File: config.mk
export PLATFORM = sky130hd
export DESIGN_NAME = csr_rmw_ctrl_flat
export DESIGN_NICKNAME = d
export VERILOG_FILES = /design/src/rtl/csr_rmw_if.sv /design/src/rtl/csr_rmw_ctrl.sv /design/src/flat_wrapper.sv
export SDC_FILE = /design/constraint.sdc
export NUM_CORES = 1
export LEC_CHECK = 0
export ABC_AREA = 1
export BUFFER_PORTS_ARGS = -buffer_cell sky130_fd_sc_hd__buf_4
export CORE_ASPECT_RATIO = 0.7
export CORE_UTILIZATION = 30
export DETAILED_ROUTE_END_ITERATION = 8
export PLACE_DENSITY = 0.6
export SYNTH_ARGS = -nofsm -noshare
export SYNTH_HDL_FRONTEND = slang
export SYNTH_SLANG_ARGS = --single-unit
File: constraint.sdc
create_clock -name clk -period 2.4 [get_ports clk]
set_clock_uncertainty 0.1 [all_clocks]
set_input_delay 0.6 -clock clk [delete_from_list [all_inputs] [get_ports clk]]
set_output_delay 0.6 -clock clk [all_outputs]
set_load 0.1 [all_outputs]
File: src/rtl/csr_rmw_if.sv
// CSR read-modify-write controller bus bundle: decoded request in, CSR-file
// read/write port, and the response back to the pipeline.
// master = execute stage plus CSR file side, slave = the controller.
interface csr_rmw_if #(
    parameter int XLEN       = 32,
    parameter int CSR_ADDR_W = 12
);
    logic                  req_valid;
    logic                  req_ready;
    logic [2:0]            req_funct3;
    logic [CSR_ADDR_W-1:0] req_csr_addr;
    logic [XLEN-1:0]       req_rs1_val;
    logic [4:0]            req_zimm;
    logic                  req_rs1_is_x0;
    logic                  req_rd_is_x0;

    logic                  csr_rd_en;
    logic [CSR_ADDR_W-1:0] csr_addr;
    logic [XLEN-1:0]       csr_rd_data;
    logic                  csr_rd_valid;
    logic                  csr_rd_err;
    logic                  csr_wr_en;
    logic [XLEN-1:0]       csr_wr_data;

    logic                  rsp_valid;
    logic                  rsp_ready;
    logic [XLEN-1:0]       rsp_rd_data;
    logic                  rsp_illegal;

    modport master (
        output req_valid, req_funct3, req_csr_addr, req_rs1_val, req_zimm,
               req_rs1_is_x0, req_rd_is_x0,
        input  req_ready,
        input  csr_rd_en, csr_addr, csr_wr_en, csr_wr_data,
        output csr_rd_data, csr_rd_valid, csr_rd_err,
        input  rsp_valid, rsp_rd_data, rsp_illegal,
        output rsp_ready
    );

    modport slave (
        input  req_valid, req_funct3, req_csr_addr, req_rs1_val, req_zimm,
               req_rs1_is_x0, req_rd_is_x0,
        output req_ready,
        output csr_rd_en, csr_addr, csr_wr_en, csr_wr_data,
        input  csr_rd_data, csr_rd_valid, csr_rd_err,
        output rsp_valid, rsp_rd_data, rsp_illegal,
        input  rsp_ready
    );
endinterface

File: src/rtl/csr_rmw_ctrl.sv
// Read-modify-write sequencer for CSRRW/S/C(I): reads the CSR, computes the
// new value, writes it back when needed and returns the old value for rd.
// All outputs are registered and updated on the same edge as the state.
module csr_rmw_ctrl #(
    parameter int XLEN       = 32,
    parameter int CSR_ADDR_W = 12,
    parameter int RD_TIMEOUT = 16
) (
    input  logic      clk,
    input  logic      rst_n,
    csr_rmw_if.slave  bus
);
    localparam int CNT_W = $clog2(RD_TIMEOUT + 1);

    typedef enum logic [1:0] {IDLE, READ, WRITE, RESP} state_t;

    state_t                state;
    logic [1:0]            kind_q;      // funct3[1:0]: 01 RW, 10 RS, 11 RC
    logic [CSR_ADDR_W-1:0] addr_q;
    logic [XLEN-1:0]       op_q;
    logic                  src_zero_q;
    logic [CNT_W-1:0]      cnt_q;
    logic [XLEN-1:0]       new_q;
    logic [XLEN-1:0]       rdat_q;
    logic                  req_ready_q, rd_en_q, wr_en_q, rsp_valid_q, illegal_q;

    logic [XLEN-1:0]       op_in;
    logic                  src_zero_in;
    logic                  ro_in;
    logic                  ro_q;
    logic [XLEN-1:0]       new_val;
    logic                  wr_needed;

    // Operand selection for an incoming request; immediate forms use zimm.
    assign op_in       = bus.req_funct3[2] ? {{(XLEN-5){1'b0}}, bus.req_zimm} : bus.req_rs1_val;
    assign src_zero_in = bus.req_funct3[2] ? (bus.req_zimm == 5'd0) : bus.req_rs1_is_x0;
    // Top two address bits 11 mark a read-only CSR.
    assign ro_in       = (bus.req_csr_addr[CSR_ADDR_W-1 -: 2] == 2'b11);
    assign ro_q        = (addr_q[CSR_ADDR_W-1 -: 2] == 2'b11);

    // New CSR value and whether a write is architecturally required.
    always_comb begin
        new_val   = op_q;
        wr_needed = 1'b1;
        case (kind_q)
            2'b10: begin
                new_val   = bus.csr_rd_data | op_q;
                wr_needed = !src_zero_q;
            end
            2'b11: begin
                new_val   = bus.csr_rd_data & ~op_q;
                wr_needed = !src_zero_q;
            end
            default: begin
                new_val   = op_q;
                wr_needed = 1'b1;
            end
        endcase
    end

    // Main sequencer with registered handshake and CSR-port outputs.
    always_ff @(posedge clk or negedge rst_n) begin
        if (!rst_n) begin
            state       <= IDLE;
            kind_q      <= '0;
            addr_q      <= '0;
            op_q        <= '0;
            src_zero_q  <= 1'b0;
            cnt_q       <= '0;
            new_q       <= '0;
            rdat_q      <= '0;
            req_ready_q <= 1'b1;
            rd_en_q     <= 1'b0;
            wr_en_q     <= 1'b0;
            rsp_valid_q <= 1'b0;
            illegal_q   <= 1'b0;
        end else begin
            case (state)
                IDLE: if (bus.req_valid) begin
                    kind_q      <= bus.req_funct3[1:0];
                    addr_q      <= bus.req_csr_addr;
                    op_q        <= op_in;
                    src_zero_q  <= src_zero_in;
                    cnt_q       <= '0;
                    req_ready_q <= 1'b0;
                    rdat_q      <= '0;
                    illegal_q   <= 1'b0;
                    if (bus.req_funct3[1:0] == 2'b00) begin
                        state       <= RESP;
                        rsp_valid_q <= 1'b1;
                        illegal_q   <= 1'b1;
                    end else if (bus.req_funct3[1:0] == 2'b01 && bus.req_rd_is_x0) begin
                        // Read skipped entirely; the write is unconditional.
                        if (ro_in) begin
                            state       <= RESP;
                            rsp_valid_q <= 1'b1;
                            illegal_q   <= 1'b1;
                        end else begin
                            state   <= WRITE;
                            wr_en_q <= 1'b1;
                            new_q   <= op_in;
                        end
                    end else begin
                        state   <= READ;
                        rd_en_q <= 1'b1;
                    end
                end
                READ: begin
                    if (bus.csr_rd_valid) begin
                        rd_en_q <= 1'b0;
                        if (bus.csr_rd_err || (wr_needed && ro_q)) begin
                            state       <= RESP;
                            rsp_valid_q <= 1'b1;
                            illegal_q   <= 1'b1;
                        end else begin
                            rdat_q <= bus.csr_rd_data;
                            if (wr_needed) begin
                                state   <= WRITE;
                                wr_en_q <= 1'b1;
                                new_q   <= new_val;
                            end else begin
                                state       <= RESP;
                                rsp_valid_q <= 1'b1;
                            end
                        end
                    end else if (cnt_q + 1'b1 == CNT_W'(RD_TIMEOUT)) begin
                        rd_en_q     <= 1'b0;
                        state       <= RESP;
                        rsp_valid_q <= 1'b1;
                        illegal_q   <= 1'b1;
                    end else begin
                        cnt_q <= cnt_q + 1'b1;
                    end
                end
                WRITE: begin
                    wr_en_q     <= 1'b0;
                    state       <= RESP;
                    rsp_valid_q <= 1'b1;
                end
                RESP: if (bus.rsp_ready) begin
                    rsp_valid_q <= 1'b0;
                    req_ready_q <= 1'b1;
                    state       <= IDLE;
                end
                default: state <= IDLE;
            endcase
        end
    end

    assign bus.req_ready   = req_ready_q;
    assign bus.csr_rd_en   = rd_en_q;
    assign bus.csr_wr_en   = wr_en_q;
    assign bus.csr_addr    = addr_q;
    assign bus.csr_wr_data = new_q;
    assign bus.rsp_valid   = rsp_valid_q;
    assign bus.rsp_rd_data = rdat_q;
    assign bus.rsp_illegal = illegal_q;
endmodule

File: src/flat_wrapper.sv
// flat-port wrapper written by rule: the top's interface ports become plain ports
module csr_rmw_ctrl_flat 
#(
    parameter int XLEN       = 32,
    parameter int CSR_ADDR_W = 12,
    parameter int RD_TIMEOUT = 16
)
  (clk, rst_n, bus_req_valid, bus_req_funct3, bus_req_csr_addr, bus_req_rs1_val, bus_req_zimm, bus_req_rs1_is_x0, bus_req_rd_is_x0, bus_req_ready, bus_csr_rd_en, bus_csr_addr, bus_csr_wr_en, bus_csr_wr_data, bus_csr_rd_data, bus_csr_rd_valid, bus_csr_rd_err, bus_rsp_valid, bus_rsp_rd_data, bus_rsp_illegal, bus_rsp_ready);
  csr_rmw_if #(.XLEN(XLEN), .CSR_ADDR_W(CSR_ADDR_W)) bus_i ();
  input  logic clk;
  input  logic rst_n;
  input wire logic [$bits(bus_i.req_valid)-1:0] bus_req_valid;
  input wire logic [$bits(bus_i.req_funct3)-1:0] bus_req_funct3;
  input wire logic [$bits(bus_i.req_csr_addr)-1:0] bus_req_csr_addr;
  input wire logic [$bits(bus_i.req_rs1_val)-1:0] bus_req_rs1_val;
  input wire logic [$bits(bus_i.req_zimm)-1:0] bus_req_zimm;
  input wire logic [$bits(bus_i.req_rs1_is_x0)-1:0] bus_req_rs1_is_x0;
  input wire logic [$bits(bus_i.req_rd_is_x0)-1:0] bus_req_rd_is_x0;
  output wire logic [$bits(bus_i.req_ready)-1:0] bus_req_ready;
  output wire logic [$bits(bus_i.csr_rd_en)-1:0] bus_csr_rd_en;
  output wire logic [$bits(bus_i.csr_addr)-1:0] bus_csr_addr;
  output wire logic [$bits(bus_i.csr_wr_en)-1:0] bus_csr_wr_en;
  output wire logic [$bits(bus_i.csr_wr_data)-1:0] bus_csr_wr_data;
  input wire logic [$bits(bus_i.csr_rd_data)-1:0] bus_csr_rd_data;
  input wire logic [$bits(bus_i.csr_rd_valid)-1:0] bus_csr_rd_valid;
  input wire logic [$bits(bus_i.csr_rd_err)-1:0] bus_csr_rd_err;
  output wire logic [$bits(bus_i.rsp_valid)-1:0] bus_rsp_valid;
  output wire logic [$bits(bus_i.rsp_rd_data)-1:0] bus_rsp_rd_data;
  output wire logic [$bits(bus_i.rsp_illegal)-1:0] bus_rsp_illegal;
  input wire logic [$bits(bus_i.rsp_ready)-1:0] bus_rsp_ready;
  assign bus_i.req_valid = bus_req_valid;
  assign bus_i.req_funct3 = bus_req_funct3;
  assign bus_i.req_csr_addr = bus_req_csr_addr;
  assign bus_i.req_rs1_val = bus_req_rs1_val;
  assign bus_i.req_zimm = bus_req_zimm;
  assign bus_i.req_rs1_is_x0 = bus_req_rs1_is_x0;
  assign bus_i.req_rd_is_x0 = bus_req_rd_is_x0;
  assign bus_req_ready = bus_i.req_ready;
  assign bus_csr_rd_en = bus_i.csr_rd_en;
  assign bus_csr_addr = bus_i.csr_addr;
  assign bus_csr_wr_en = bus_i.csr_wr_en;
  assign bus_csr_wr_data = bus_i.csr_wr_data;
  assign bus_i.csr_rd_data = bus_csr_rd_data;
  assign bus_i.csr_rd_valid = bus_csr_rd_valid;
  assign bus_i.csr_rd_err = bus_csr_rd_err;
  assign bus_rsp_valid = bus_i.rsp_valid;
  assign bus_rsp_rd_data = bus_i.rsp_rd_data;
  assign bus_rsp_illegal = bus_i.rsp_illegal;
  assign bus_i.rsp_ready = bus_rsp_ready;
  csr_rmw_ctrl #(.XLEN(XLEN), .CSR_ADDR_W(CSR_ADDR_W), .RD_TIMEOUT(RD_TIMEOUT)) u_core (.clk(clk), .rst_n(rst_n), .bus(bus_i));
endmodule
Word-level counts from Yosys, hierarchy flattened. Index checks and enable logic that the tools add are counted.

Register bits: 123. Word-level logic and storage cells: 127. Output and inout bits: 81.

Bitwise logic cells: 3. Muxes and demuxes: 64. Reductions and logical operators: 21. Equal/unequal tests: 25. Add/subtract/negate cells: 1.

Operators with widths (number): $mux 32 (11); $pmux 32 s2 (3); $mux 1 (33); $and 32x32->32 (1); $not 32->32 (1); $or 32x32->32 (1); $ne 2x2->1 const B (9); $reduce_and 8->1 (2); $mux 5 (3); $mux 2 (7); $eq 2x2->1 const B (6); $reduce_and 4->1 (3); $pmux 5 s2 (1); $pmux 2 s4 (1); $ne 3x1->1 const B (2); $ne 3x2->1 const B (2); $pmux 1 s2 (3); $reduce_and 3->1 (2); $reduce_and 6->1 (1); $add 5x1->5 const B (1); $eq 5x5->1 const B (1); $logic_not 5->1 (1); $reduce_and 5->1 (1); $eq 2x1->1 const B (2); 12 further kinds (16).

Logic depth before layout (Yosys ltp).
Word-level depth: 8. Depth in mapped cells: 12.

Worst setup path before layout. No wires, ideal clock.

Path type: register to register. From: reg u_core.addr_q[10] (netlist: u_core.bus.csr_addr[10]). To: reg u_core.new_q[14] (netlist: u_core.bus.csr_wr_data[14]). Path buffers: 1. Library setup time: 120 ps. Stages on the path, launching flop included: 11. Setup slack: 402 ps. Arrival time: 1779 ps. Cells stage by stage: dfrtp_1 > nand2_1 > nand3_1 > nand2_1 > o21ai_0 > inv_1 > nand2_4 > inv_2 > buf_6 > nand2_1 > nand2_1.

Longest elaborated chain between the ends: 5.

Ends and longest elaborated chain: from (decl) (line csr_rmw_ctrl.sv:19) `logic [CSR_ADDR_W-1:0] addr_q;`; from (signal assigned) (line csr_rmw_ctrl.sv:81) `addr_q <= bus.req_csr_addr;`; $eq 2x2->1 (line csr_rmw_ctrl.sv:39) `assign ro_q = (addr_q[CSR_ADDR_W-1 -: 2] == 2'b11);`; $logic_and 1x1->1 (line csr_rmw_ctrl.sv:111) `if (bus.csr_rd_err || (wr_needed && ro_q)) begin`; $logic_or 1x1->1 (line csr_rmw_ctrl.sv:111); $ne 2x2->1 (no source line); $reduce_and 8->1 (no source line); to (signal assigned) (line csr_rmw_ctrl.sv:101) `new_q <= op_in;`; to (signal assigned) (line csr_rmw_ctrl.sv:120) `new_q <= new_val;`; to (decl) (line csr_rmw_ctrl.sv:23) `logic [XLEN-1:0] new_q;`.

No other way between the ends. A chain may end at the register's enable or synchronous reset.

Worst setup path in the final report.
From: reg u_core.state[1]. To: reg u_core.state[1].

Longest elaborated chain between the ends: 3.

Ends and longest elaborated chain: from (decl) (line csr_rmw_ctrl.sv:17) `state_t state;`; from (signal assigned) (line csr_rmw_ctrl.sv:64) `state <= IDLE;`; from (signal assigned) (line csr_rmw_ctrl.sv:89) `state <= RESP;`; from (signal assigned) (line csr_rmw_ctrl.sv:95) `state <= RESP;`; $eq 2x1->1, or another cell as far along (line csr_rmw_ctrl.sv:78) `case (state)`; $ne 3x2->1 (no source line) / $ne 2x2->1 (equally long branches); $reduce_and 3->1 (no source line).

Parallel ways exist; a longest one is shown, timed or not.

==> flow_summary.ini <==
[outcome]
status = finished, final reports clean

[synth]
synth_area_per_cell_um2 = 7.893
ys.flop_type = dfrtp_1
ys_seq_elements = 123
synth_nets = 854
syn-cell-area_um2 = 5967
yosysSeqAreaShare_pct = 51.60
ys_types = 31
synth_edf_count = 0
synth_cells = 756
synth-async-reset-ratio_pct = 100.0
ys_warn_count = 0

[critical_path]
cp_cell_sequence = inv_1 -> ha_1 -> inv_2 -> or2_4 -> clkinv_1 -> nand2_1 -> nand2_1 -> nand2_1 -> o21ai_0
reg2reg_depth = 9
crit_required_ns = 2.59
arrival_ns = 2.34
critPathMostFrequentCell = nand2_1
worstSetupStartpoint = u_core.state[1]
slowest_delay_ns = 0.40
worst-setup-path-type = reg -> reg
cp-end-kind = register
critical_path_peak_fanout = 13
critPathLaunchType = register
cpMaxStageDelayCell = dfrtp_1
worstReg2RegStart = u_core.state[1]

[sta]
fin_crit_sh_pct = 89.86
rsz0062_at_grt = no
fin_tns_setup_ns = 0
finalSetupViolations = 0
hold_viol = 0
fmax_ghz = 0.4637
slew_violations = 0
tightest_slew_ns = 0.7619
period_needed_ns = 2.157
slew_headroom_pct = 49.20
hold_ws_ns = 0.2767

[layout]
syn_to_final_growth_pct = 35.88
final_common_cell = nand2_1
fin_cells = 1199
fillers = 1896
fin_util_pct = 42.27
final_nets = 1021
diodes = 0
final_cell_mix = nand2_1 (266), buf_4 (182), dfrtp_1 (122)
drive_gt1_share_pct = 24.71

[run]
maxCapViolations = 0

[placed_design]
io_buffers = 172
place_congestion = 0.8027
dp_cells = 1167
dp_hpwl_mm = 12.47

[die]
num_rows = 42
initial_core_util_pct = 31.11
fp.dieH_um = 120.0
fp.coreArea_um2 = 19180
pin_count = 173
die_area_um2 = 20470
die_w_um = 170.6

[grt]
gr-usage-all-layers_pct = 18.35
antenna_found_initial = 0
grt_remaining_overflow = 0
grt_pass1_wl_mm = 28.51
grt_pass1_vias = 5337
grt_max_degree = 83

[routing]
dr.first_iter.drc_count = 344
vias = 5657
antenna_left = 0
firstDrtPassIters = 5
detail_route.wl_per_cell_um = 15.38
routed_wl_mm = 18.44
vias_per_cell = 4.718
drc = 0

[worst_hold_path]
whs_path_depth = 3
min_from = bus_req_csr_addr[0]
hold_path_class = in -> reg

[clocking]
clkLatencyLatePin_ns = 0.41
cts_root_buf = clkbuf_16
cts_made_buffers = 17
clk_pin_slew_ns = 0.05
tritoncts = done
cts_max_path_buffers = 2
cts_setup_buffers = 0
cts-htree-levels = 4
clock-sinks = 123
-- critical path: cells and delay by family (launching register included) --
| kind | cells | cell delay [ns] |
|---|---|---|
| flops | 1 | 0.40 |
| buf+inv | 3 | 0.50 |
| compound gates | 1 | 0.08 |
| fa+ha+maj | 1 | 0.32 |
| simple gates | 4 | 0.63 |
-- metrics by stage --
stage | worst slack [ns] | area (µm²)
floorplan | 0.4016 | 5967
global placement | 0.2571 | 7550
detailed placement | 0.2031 | 7550
CTS | 0.1774 | 8102
global route | 0.00002043 | 8108
finish | 0.2433 | 8108
-- final cells by class --
class	instances	area [µm²]	area share (%)
repair buffers	189	1479	18.24
multi-input cells	530	2440	30.09
clock buffers	24	501.7	6.188
inverters	62	237.7	2.932
clock inverters	7	40.04	0.4938
well taps	264	330.3	4.074
flip-flops and latches	123	3079	37.98
-- timing repair --
action | CTS | global route
hold endpoints to repair | 15 | 0
hold buffers | 1 | 0
resized for setup | 0 | 3
endpoints found under the setup margin | 0 | 6
-- logic make-up (layout without fill, tap and decap cells) --
kind of cell	Yosys count	count (layout)	synth area share (%)
AND/OR/NAND/NOR	360	360	24.28
AO/OA/AOI/OAI	160	160	14.64
flip-flops	123	123	51.60
buffers and inverters	103	282	7.549
adder cells (fa/ha/maj)	6	6	1.258
multiplexers	4	4	0.6710
-- metal layers --
layer  GRT usage [%]  vias to the layer above  wire length, µm
met1           26.45                     2656             8935
met3           5.541                       19             1555
met4           5.349                        0              218
li1                -                     2785                -
met2           26.15                      197             7727
met5               0                        -                0
-- state kept, by name, summed over array words and instances, names as in the netlist, 2 cells and up --
signal                  count
u_core.bus.csr_addr        12
u_core.bus.csr_wr_data     32
u_core.bus.rsp_rd_data     32
u_core.cnt_q                5
u_core.kind_q               2
u_core.op_q                32
u_core.state                2
-- path summary, 6_finish.rpt --
check                                       endpoint  slack (ns)
setup / recovery                     u_core.state[1]        0.24
hold / removal                u_core.bus.csr_addr[0]        0.28
setup reg to reg                     u_core.state[1]        0.24
hold reg to reg            u_core.bus.csr_wr_data[3]        0.38
max in group asynchronous       u_core.bus.req_ready        1.14
min in group asynchronous            u_core.state[1]        0.49
-- synthesized netlist by cell type, types with 2 or more instances --
cell type / instances / area (µm²)
nand2_1: 267 / 1002
dfrtp_1: 122 / 3053
o21ai_0: 107 / 535.5
inv_1: 56 / 210.2
nor2_1: 41 / 153.9
a22oi_1: 27 / 202.7
nor3_1: 23 / 115.1
buf_2: 17 / 85.08
clkbuf_1: 16 / 60.06
a21oi_1: 13 / 65.06
nand3_1: 12 / 60.06
o21ai_1: 11 / 55.05
nand4_1: 10 / 62.56
ha_1: 6 / 75.07
buf_6: 4 / 45.04
inv_2: 4 / 15.01
mux2i_1: 4 / 40.04
buf_4: 2 / 15.01
clkbuf_2: 2 / 10.01
Power is not shown: default switching activity piles up to over one toggle a cycle in this logic, so the estimate is an artifact.
